### config.mk
export PLATFORM = sky130hd
export DESIGN_NAME = sequential_accumulator_alu
export DESIGN_NICKNAME = d
export VERILOG_FILES = /design/src/rtl/sequential_accumulator_alu.sv
export SDC_FILE = /design/constraint.sdc
export NUM_CORES = 1
export LEC_CHECK = 0
export BUFFER_PORTS_ARGS = -buffer_cell sky130_fd_sc_hd__buf_2
export CAP_MARGIN = 20
export CORE_ASPECT_RATIO = 0.6
export CORE_MARGIN = 1.5
export CORE_UTILIZATION = 57
export DETAILED_ROUTE_END_ITERATION = 12
export PLACE_DENSITY = 0.78
export SLEW_MARGIN = 20
export SYNTH_ARGS = -nofsm -noshare
export SYNTH_HDL_FRONTEND = slang
export SYNTH_SLANG_ARGS = --single-unit
export TNS_END_PERCENT = 1
### constraint.sdc
create_clock -name Clk -period 3.1 [get_ports Clk]
set_input_delay 0.93 -clock Clk [delete_from_list [all_inputs] [get_ports Clk]]
set_output_delay 0.93 -clock Clk [all_outputs]
set_load 0.02 [all_outputs]
### src/rtl/sequential_accumulator_alu.sv
// Accumulator ALU with a 2*WIDTH-bit accumulator. MUL/DIV/MOD run iteratively
// (shift-add / restoring division, one bit per cycle) behind Start/Busy/Done.
module sequential_accumulator_alu #(
  parameter int WIDTH = 16
) (
  input  logic               Clk,
  input  logic               Rst_n,
  input  logic               Start,
  input  logic               Abort,
  input  logic [3:0]         OpCode,
  input  logic [WIDTH-1:0]   InputA,
  output logic               Busy,
  output logic               Done,
  output logic [2*WIDTH-1:0] Result,
  output logic [1:0]         Error
);
  localparam int AW = 2 * WIDTH;
  localparam int CW = $clog2(WIDTH + 1);

  typedef enum logic [1:0] {IDLE, ITER, FIN} state_t;

  state_t           state;
  logic [3:0]       op_reg;
  logic [CW-1:0]    count;
  logic [AW-1:0]    mcand;  // MUL: left-shifting multiplicand; DIV/MOD: divisor in low half
  logic [AW-1:0]    part;   // MUL: partial product; DIV/MOD: {remainder, dividend->quotient}
  logic [WIDTH-1:0] mplr;

  logic [WIDTH-1:0] opnd_b;
  logic [WIDTH:0]   add_res;
  logic [AW-1:0]    next_acc;
  logic [1:0]       next_err;
  logic             is_iter;
  logic [WIDTH:0]   div_shift;
  logic [WIDTH:0]   div_diff;

  // Returns {overflow, sum}; overflow is carry into MSB xor carry out of MSB.
  function automatic logic [WIDTH:0] add_sub(input logic [WIDTH-1:0] a,
                                             input logic [WIDTH-1:0] b,
                                             input logic             sub);
    logic [WIDTH-1:0] bx;
    logic [WIDTH:0]   s;
    logic             c_msb;
    bx    = sub ? ~b : b;
    s     = {1'b0, a} + {1'b0, bx} + {{WIDTH{1'b0}}, sub};
    c_msb = a[WIDTH-1] ^ bx[WIDTH-1] ^ s[WIDTH-1];
    return {s[WIDTH] ^ c_msb, s[WIDTH-1:0]};
  endfunction

  assign opnd_b    = Result[WIDTH-1:0];
  assign add_res   = add_sub(InputA, opnd_b, OpCode == 4'd5);
  assign is_iter   = (OpCode == 4'd6) ||
                     ((OpCode == 4'd7 || OpCode == 4'd8) && opnd_b != '0);
  assign div_shift = part[AW-1:WIDTH-1];
  assign div_diff  = div_shift - {1'b0, mcand[WIDTH-1:0]};

  always_comb begin
    next_acc = Result;
    next_err = 2'b00;
    case (OpCode)
      4'd1: next_acc = '0;
      4'd2: next_acc = '1;
      4'd4, 4'd5: begin
        next_acc = {{WIDTH{add_res[WIDTH-1]}}, add_res[WIDTH-1:0]};
        next_err = {1'b0, add_res[WIDTH]};
      end
      4'd7, 4'd8: next_err = 2'b10;  // only reached here with a zero divisor
      4'd9:  next_acc = {{WIDTH{1'b0}}, InputA & opnd_b};
      4'd10: next_acc = {{WIDTH{1'b0}}, InputA | opnd_b};
      4'd11: next_acc = {{WIDTH{1'b0}}, InputA ^ opnd_b};
      4'd12: next_acc = {{WIDTH{1'b0}}, ~(InputA & opnd_b)};
      4'd13: next_acc = {{WIDTH{1'b0}}, ~(InputA | opnd_b)};
      4'd14: next_acc = {{WIDTH{1'b0}}, ~(InputA ^ opnd_b)};
      4'd15: next_acc = {{WIDTH{1'b0}}, ~opnd_b};
      default: ;
    endcase
  end

  always_ff @(posedge Clk or negedge Rst_n) begin
    if (!Rst_n) begin
      state  <= IDLE;
      op_reg <= '0;
      count  <= '0;
      mcand  <= '0;
      part   <= '0;
      mplr   <= '0;
      Busy   <= 1'b0;
      Done   <= 1'b0;
      Result <= '0;
      Error  <= 2'b00;
    end else begin
      Done <= 1'b0;
      case (state)
        IDLE: begin
          if (Start) begin
            if (is_iter) begin
              state  <= ITER;
              Busy   <= 1'b1;
              count  <= CW'(WIDTH);
              op_reg <= OpCode;
              mcand  <= {{WIDTH{1'b0}}, opnd_b};
              mplr   <= InputA;
              part   <= (OpCode == 4'd6) ? '0 : {{WIDTH{1'b0}}, InputA};
            end else begin
              Result <= next_acc;
              Error  <= next_err;
              Done   <= 1'b1;
            end
          end
        end
        // ---- iteration: one multiplier or quotient bit per edge
        ITER: begin
          if (Abort) begin
            state <= IDLE;
            Busy  <= 1'b0;
          end else begin
            count <= count - CW'(1);
            if (count == CW'(1)) state <= FIN;
            if (op_reg == 4'd6) begin
              if (mplr[0]) part <= part + mcand;
              mcand <= mcand << 1;
              mplr  <= mplr >> 1;
            end else if (div_diff[WIDTH]) begin
              part <= {div_shift[WIDTH-1:0], part[WIDTH-2:0], 1'b0};
            end else begin
              part <= {div_diff[WIDTH-1:0], part[WIDTH-2:0], 1'b1};
            end
          end
        end
        // ---- commit: Abort no longer has any effect here
        FIN: begin
          case (op_reg)
            4'd6:    Result <= part;
            4'd7:    Result <= {{WIDTH{1'b0}}, part[WIDTH-1:0]};
            default: Result <= {{WIDTH{1'b0}}, part[AW-1:WIDTH]};
          endcase
          Error <= 2'b00;
          Done  <= 1'b1;
          Busy  <= 1'b0;
          state <= IDLE;
        end
        default: state <= IDLE;
      endcase
    end
  end
endmodule
==> results of run 1 <==
[synth_stat cells (5+ instances only)]
cell and instances:
nand2_1 181, a21oi_1 157, o21ai_0 135, dfrtp_1 127, ha_1 101, inv_1 69, mux2i_1 65, nor2_1 61
clkbuf_1 60, xnor2_1 44, a21o_1 28, xor2_1 27, nor3_1 20, a221oi_1 18, mux2_2 18, nand2b_1 18
nand3_1 18, a22oi_1 14, nor2b_1 13, o21a_1 13, o31ai_1 13, o221ai_1 11, a32o_1 10, buf_1 8
nor4_1 8, a31oi_1 7, buf_2 7, nand4_1 7, o22ai_1 7, a211oi_1 6, o211ai_1 6, and3_1 5
nand3b_1 5, or3_1 5
[where the power goes]
group | internal (W) | switching, W | total (W) | leakage (nW)
logic | 0.00340 | 0.00443 | 0.00783 | 4.50
registers | 0.00225 | 0.000538 | 0.00279 | 1.63
clock network | 0.00155 | 0.000802 | 0.00235 | 0.323
[final timing paths]
path | end | slack [ps] | cells after the start
setup / recovery | Error[0] | -430 | 13
hold / removal | part[30] | 480 | 1
setup reg to reg | part[20] | -150 | 14
hold reg to reg | mplr[15] | 490 | 2
max in group asynchronous | Result[18] | 1910 | 2
min in group Clk | mplr[15] | 490 | 2
[layout make-up]
class / instances / area, um^2 / area share (%)
multi-input combinational: 1088 / 7520 / 55.1
sequential: 127 / 3180 / 23.3
timing repair buffer: 230 / 1690 / 12.4
clock buffer: 21 / 460 / 3.37
tap: 266 / 333 / 2.44
inverter: 69 / 259 / 1.90
clock inverter: 11 / 210 / 1.54
[cell families (layout without fill, tap and decap cells)]
| family | after synthesis | in the layout | share of synthesized area (%) |
|---|---|---|---|
| compound gates | 467 | 467 | 26.1 |
| simple gates | 362 | 362 | 14.8 |
| buf+inv | 146 | 331 | 5.15 |
| flops | 127 | 127 | 28.6 |
| fa+ha+maj | 104 | 104 | 11.9 |
| mux | 84 | 84 | 7.82 |
| xor+xnor | 71 | 71 | 5.60 |
[repair_timing]
action	4_1_cts	5_1_grt
endpoints found under the setup margin	75	95
pin swaps	7	0
endpoints found under the hold margin	0	0
setup buffers	0	0
gates resized for setup	16	6
[layer usage]
metal  wire, um  vias up
met3       4540       78
met4        804        0
li1           -     5282
met5          0        -
met2      15000      608
met1      16500     5358
[per-stage QoR]
step,util (%),cell area [um^2],instances
after floorplan,-,11200,1361
after global placement,67.4,12900,1779
after detailed placement,67.4,12900,1779
after CTS,71.3,13600,1811
after global routing,71.6,13700,1812
final,71.6,13700,1812
==> impl_metrics.tcl, run 1 <==
set metrics [dict create \
    synth_top_area_share_pct 28.6 \
    fin_skew_ps 9.36 \
    io_pins 60 \
    synth_seq_cells 127 \
    grt.busiest_layer "met1" \
    synth_ff_type "dfrtp_1" \
    total_power_w 0.0130 \
    crit_type "in -> reg" \
    firstDrtPassIters 5 \
    drive_above_1_share_pct 20.4 \
    reg.largest.list "Result: 32 flops, mcand: 32 flops, part: 32 flops" \
    power_density_nw_per_um2 950 \
    numPortBuffers 59 \
    drv_slew 0 \
    yosys_warnings 0 \
    violations "negative setup slack" \
    synthToLayoutAreaGrowth_pct 22.9 \
    timing.final.crit_share_pct 114 \
    start_util_pct 58.2 \
    hp-class "in -> async" \
    antennaDiodeCount 0 \
    worstSetupStartpointType "input port" \
    synthCells 1361 \
    grt_setup_unrepaired "yes" \
    synth_area_leader_cell "dfrtp_1" \
    cp.arrival_ps 3900 \
    cts_made_buffers 17 \
    hold_slack_ps 479 \
    synth_cell_types 72 \
    cp_slowest_stage_delay_ps 430 \
    grt.overflow.total 0 \
    cts_hold_buf 0 \
    critPathSlowestCell "nor4bb_4" \
    grtUsageMet1_pct 53.4 \
    grt_start_max_net_pins 63 \
    syn_avg_cell_area_um2 8.16 \
    required_ps 3470 \
    fin_ws_ps -432 \
    fillCellCount 1452 \
    crit_chain "buf_2 > nor4bb_4 > xnor2_1 > fa_2 > a21o_1 > a21o_1 > a2111oi_4 > o31ai_2 > o31ai_2 > o21a_1 > nor3b_2 > o21ai_1 > nand3_1" \
    cp-startpoint "OpCode[1]" \
    place_ws_ps -866 \
    clockBufferDepth 2 \
    crit_fanout 3 \
    maxSlewHeadroom_pct 37.1 \
    clock_sinks 127 \
    fmax_mhz 283 \
    status "finished with violations" \
    wl_per_cell_um 20.3 \
    cts-root-buf "clkbuf_16" \
    insertion_delay_ps 440 \
    fin_setup_tns_ps -10850 \
    rows 39 \
    core-area_um2 19100 \
    drt_first_iter_violations 1274 \
    tightest_slew_ps 941 \
    critPathBufInv 1 \
    finalNetCount 1661 \
    htree_levels 4 \
    endpoint_kind "register" \
    via_per_inst 6.25 \
    die_w_um 183 \
    wl_um 36800 \
    synth_edf_count 0 \
    timing.rr.start "part[15]" \
    layout_common_cells "nand2_1 (181), buf_4 (161), a21oi_1 (153)" \
    period_needed_ps 3530 \
    grt_use_total_pct 36.7 \
    ys_seq_area_share_pct 28.6 \
    die_height_um 111 \
    drc 0 \
    synth_area_um2 11100 \
    leakagePower_nw 6.46 \
    synth.area.top_cells "dfrtp_1 (29%), ha_1 (11%), a21oi_1 (7.1%)" \
    post-dp-hpwl_um 27400 \
    clk_pin_slew_ps 60 \
    final_common_cell "nand2_1" \
    async_reset_ff_share_pct 100 \
    use_met3_pct 12.3 \
    routed-via-count 11300 \
    place_congestion 0.962 \
    grt_use_met2_pct 51.2 \
    critPathTopFamily "compound AO/OA/AOI/OAI gates" \
    hold_viol 0 \
    antenna_found_initial 0 \
    cts_tree "built" \
    drv_cap 0 \
    grt_pass1_wl_um 58200 \
    ant_nets 0 \
    synth_nets 1489 \
    fp.dieArea_um2 20400 \
    grt_pass1_vias 10800 \
    finalSetupViolCount 52 \
    ir_worst_vdd_v 0.000708 \
]
No activity file was read; power rests on OpenSTA's default activity.
==> run 2, diff against run 1 <==
--- a/config.mk
+++ b/config.mk
@@ -5,12 +5,14 @@
 export SDC_FILE = /design/constraint.sdc
 export NUM_CORES = 1
 export LEC_CHECK = 0
+export ABC_AREA = 1
 export BUFFER_PORTS_ARGS = -buffer_cell sky130_fd_sc_hd__buf_2
 export CAP_MARGIN = 20
 export CORE_ASPECT_RATIO = 0.6
 export CORE_MARGIN = 1.5
 export CORE_UTILIZATION = 57
 export DETAILED_ROUTE_END_ITERATION = 12
+export MAX_ROUTING_LAYER = met4
 export PLACE_DENSITY = 0.78
 export SLEW_MARGIN = 20
 export SYNTH_ARGS = -nofsm -noshare
==> run 2 against run 1 <==
Against the previous run: the flow now finishes without violations; synthesized area rose by 4.9%; register-to-register slack improved by 310 ps; final cell count up 19%; worst hold slack worse by 5.1 ps; sequential cell count unchanged; total power up 13%; global-route usage is 4.9 points higher; sequential power is 8.2% higher; clock skew grew 2.3 ps; routed wire length increased by 15%; synthesized cell count up 28%; critical path type unchanged; largest cell class unchanged; largest power group unchanged.
==> impl_metrics.tcl, run 2 <==
set metrics [dict create \
    synth_common_cells "nand2_1 (432), inv_1 (201), nor2_1 (156)" \
    maxSlewHeadroom_pct 50.5 \
    synth_seq_cells 127 \
    clk_pin_slew_ps 60 \
    worstSetupStartpointType "input port" \
    ant_nets 0 \
    period_needed_ps 2970 \
    crit_fanout 15 \
    critPathTopFamily "simple AND/OR/NAND/NOR gates" \
    die_w_um 188 \
    fin_skew_ps 11.6 \
    crit_type "in -> reg" \
    synth_area_leader_cell "dfrtp_1" \
    firstDrtPassIters 7 \
    cp_slowest_stage_delay_ps 380 \
    synth_cell_types 46 \
    worstHoldStart "mplr[12]" \
    antenna_found_initial 1 \
    finalSetupViolCount 0 \
    synth_nets 1875 \
    drc 0 \
    synth_top_area_share_pct 27.3 \
    fmax_mhz 337 \
    critPathBufInv 3 \
    drv_cap 0 \
    utilization_pct 67.9 \
    synth_area_um2 11700 \
    power_density_nw_per_um2 1080 \
    grt.overflow.total 0 \
    core-area_um2 20000 \
    tightest_slew_ps 735 \
    ys_seq_area_share_pct 27.3 \
    async_reset_ff_share_pct 100 \
    cts-root-buf "clkbuf_16" \
    post-dp-hpwl_um 33300 \
    leakagePower_nw 6.85 \
    endpoint_kind "register" \
    clock_sinks 127 \
    fin_ws_ps 135 \
    cts_made_buffers 17 \
    synth.area.top_cells "dfrtp_1 (27%), nand2_1 (14%), ha_1 (11%)" \
    cts_setup_buffers 0 \
    htree_levels 4 \
    place_congestion 1.05 \
    fin_setup_tns_ps 0 \
    timing.rr.start "part[15]" \
    synthCells 1747 \
    final_cell_count_no_fill 2161 \
    synth_ff_type "dfrtp_1" \
    cp.arrival_ps 3270 \
    critPathSlowestCell "nor3_1" \
    reg.largest.list "Result: 32 flops, mcand: 32 flops, part: 32 flops" \
    via_per_inst 6.03 \
    place_ws_ps -351 \
    numPortBuffers 59 \
    rows 40 \
    synthToLayoutAreaGrowth_pct 16.6 \
    grt_pass1_wl_um 66100 \
    fillCellCount 1795 \
    drive_above_1_share_pct 14.0 \
    grt_setup_unrepaired "yes" \
    routed-via-count 13000 \
    insertion_delay_ps 430 \
    ir_worst_vdd_v 0.000671 \
    start_util_pct 58.2 \
    syn_avg_cell_area_um2 6.67 \
    placed_cell_area_um2 12900 \
    hold_viol 0 \
    grt_use_total_pct 41.6 \
    hp-class "reg -> reg" \
    io_pins 60 \
    post-synth-top-count-cell "nand2_1" \
    required_ps 3410 \
    grt_start_max_net_pins 64 \
    fin_area_um2 13600 \
    dp.cells 2128 \
    final_common_cell "nand2_1" \
    antennaDiodeCount 0 \
    synth_edf_count 0 \
    layout_common_cells "nand2_1 (430), inv_1 (200), nor2_1 (154)" \
    drv_slew 0 \
    wl_per_cell_um 19.7 \
    grt_pass1_vias 11400 \
    status "complete, no violations" \
    finalNetCount 2003 \
    cp-startpoint "OpCode[1]" \
    die_height_um 114 \
    crit_chain "buf_2 > nor2_4 > nand2_8 > buf_4 > xor2_1 > ha_1 > buf_4 > nand2_1 > nor3_1 > a21oi_1 > and2_1 > o21ai_0 > nand2_1" \
    drt_first_iter_violations 1978 \
    wl_um 42500 \
    fp.dieArea_um2 21300 \
    yosys_warnings 0 \
    cts_tree "built" \
    clockBufferDepth 2 \
    timing.final.crit_share_pct 95.7 \
]
[run 2: cell count changes after synthesis, moves of 18 or more]
cell      before  now
clkbuf_1      60   34
nand3_1       18  143
inv_1         69  201
mux2i_1       65    0
nand2b_1      18    0
a21o_1        28    6
a21oi_1      157  118
xnor2_1       44   10
nor2_1        61  156
nand2_1      181  432
mux2_2        18    0
[run 2: metal layers]
layer  track usage (%)  share of wire, %  routed length, um  vias to the layer above
li1                  -                 -                  -                     6081
met5                 -                 0                  0                        -
met2              52.1                37              15600                      846
met3              11.7                15               6490                       73
met4              7.63               1.3                539                        0
met1              64.8                47              19800                     6022
[run 2: final timing paths]
check | endpoint | slack (ps) | depth (start not counted)
setup / recovery | Error[0] | 130 | 13
hold / removal | mplr[12] | 470 | 2
setup reg to reg | part[29] | 160 | 19
hold reg to reg | mplr[12] | 470 | 2
max in group asynchronous | mplr[15] | 1890 | 2
min in group asynchronous | Error[1] | 500 | 1
[run 2: timing repair]
item	in CTS	in global routing
endpoints found under the setup margin	0	35
hold buffers	0	0
gates resized for setup	0	12
[run 2: where the power goes]
group / total, W / leakage, nW / internal, W / switching, W
sequential: 0.00302 / 1.59 / 0.00236 / 0.000663
clock: 0.00225 / 0.314 / 0.00142 / 0.000829
combinational: 0.00936 / 4.95 / 0.00327 / 0.00609
[run 2: cells by family (layout without fill, tap and decap cells)]
family | count (synthesis) | in the layout | synth area share, %
adders and majority gates | 104 | 104 | 11.4
xor gates and xnor gates | 37 | 37 | 2.78
and+or+nand+nor | 812 | 812 | 29.2
DFF | 127 | 127 | 27.3
buffers and inverters | 277 | 418 | 9.64
AOI/OAI and AO/OA | 390 | 390 | 19.7
[run 2: worst reg2reg max path: cells and delay by family (launching register included)]
family / cells / cell delay, ps
compound gates: 2 / 210
fa+ha+maj: 2 / 560
buf+inv: 4 / 530
flops: 1 / 420
simple gates: 11 / 1130
[run 2: area by class of cell]
cell class,count,area (um^2),share of cell area [%]
Clock buffer,21,470,3.46
Tap cell,273,342,2.51
Multi-Input combinational cell,1343,7400,54.5
Timing Repair inverter,1,5.00,0.0368
Clock inverter,11,176,1.30
Timing Repair Buffer,170,1200,8.81
Inverter,215,815,5.99
Sequential cell,127,3180,23.4
[run 2: metrics by stage]
stage	power (W)	hold slack [ps]
3_3_place_gp	0.0117	454
4_1_cts	0.0142	474
6_report	0.0146	474
3_5_place_dp	0.0119	459
5_1_grt	0.0156	492
2_1_floorplan	0.00881	442
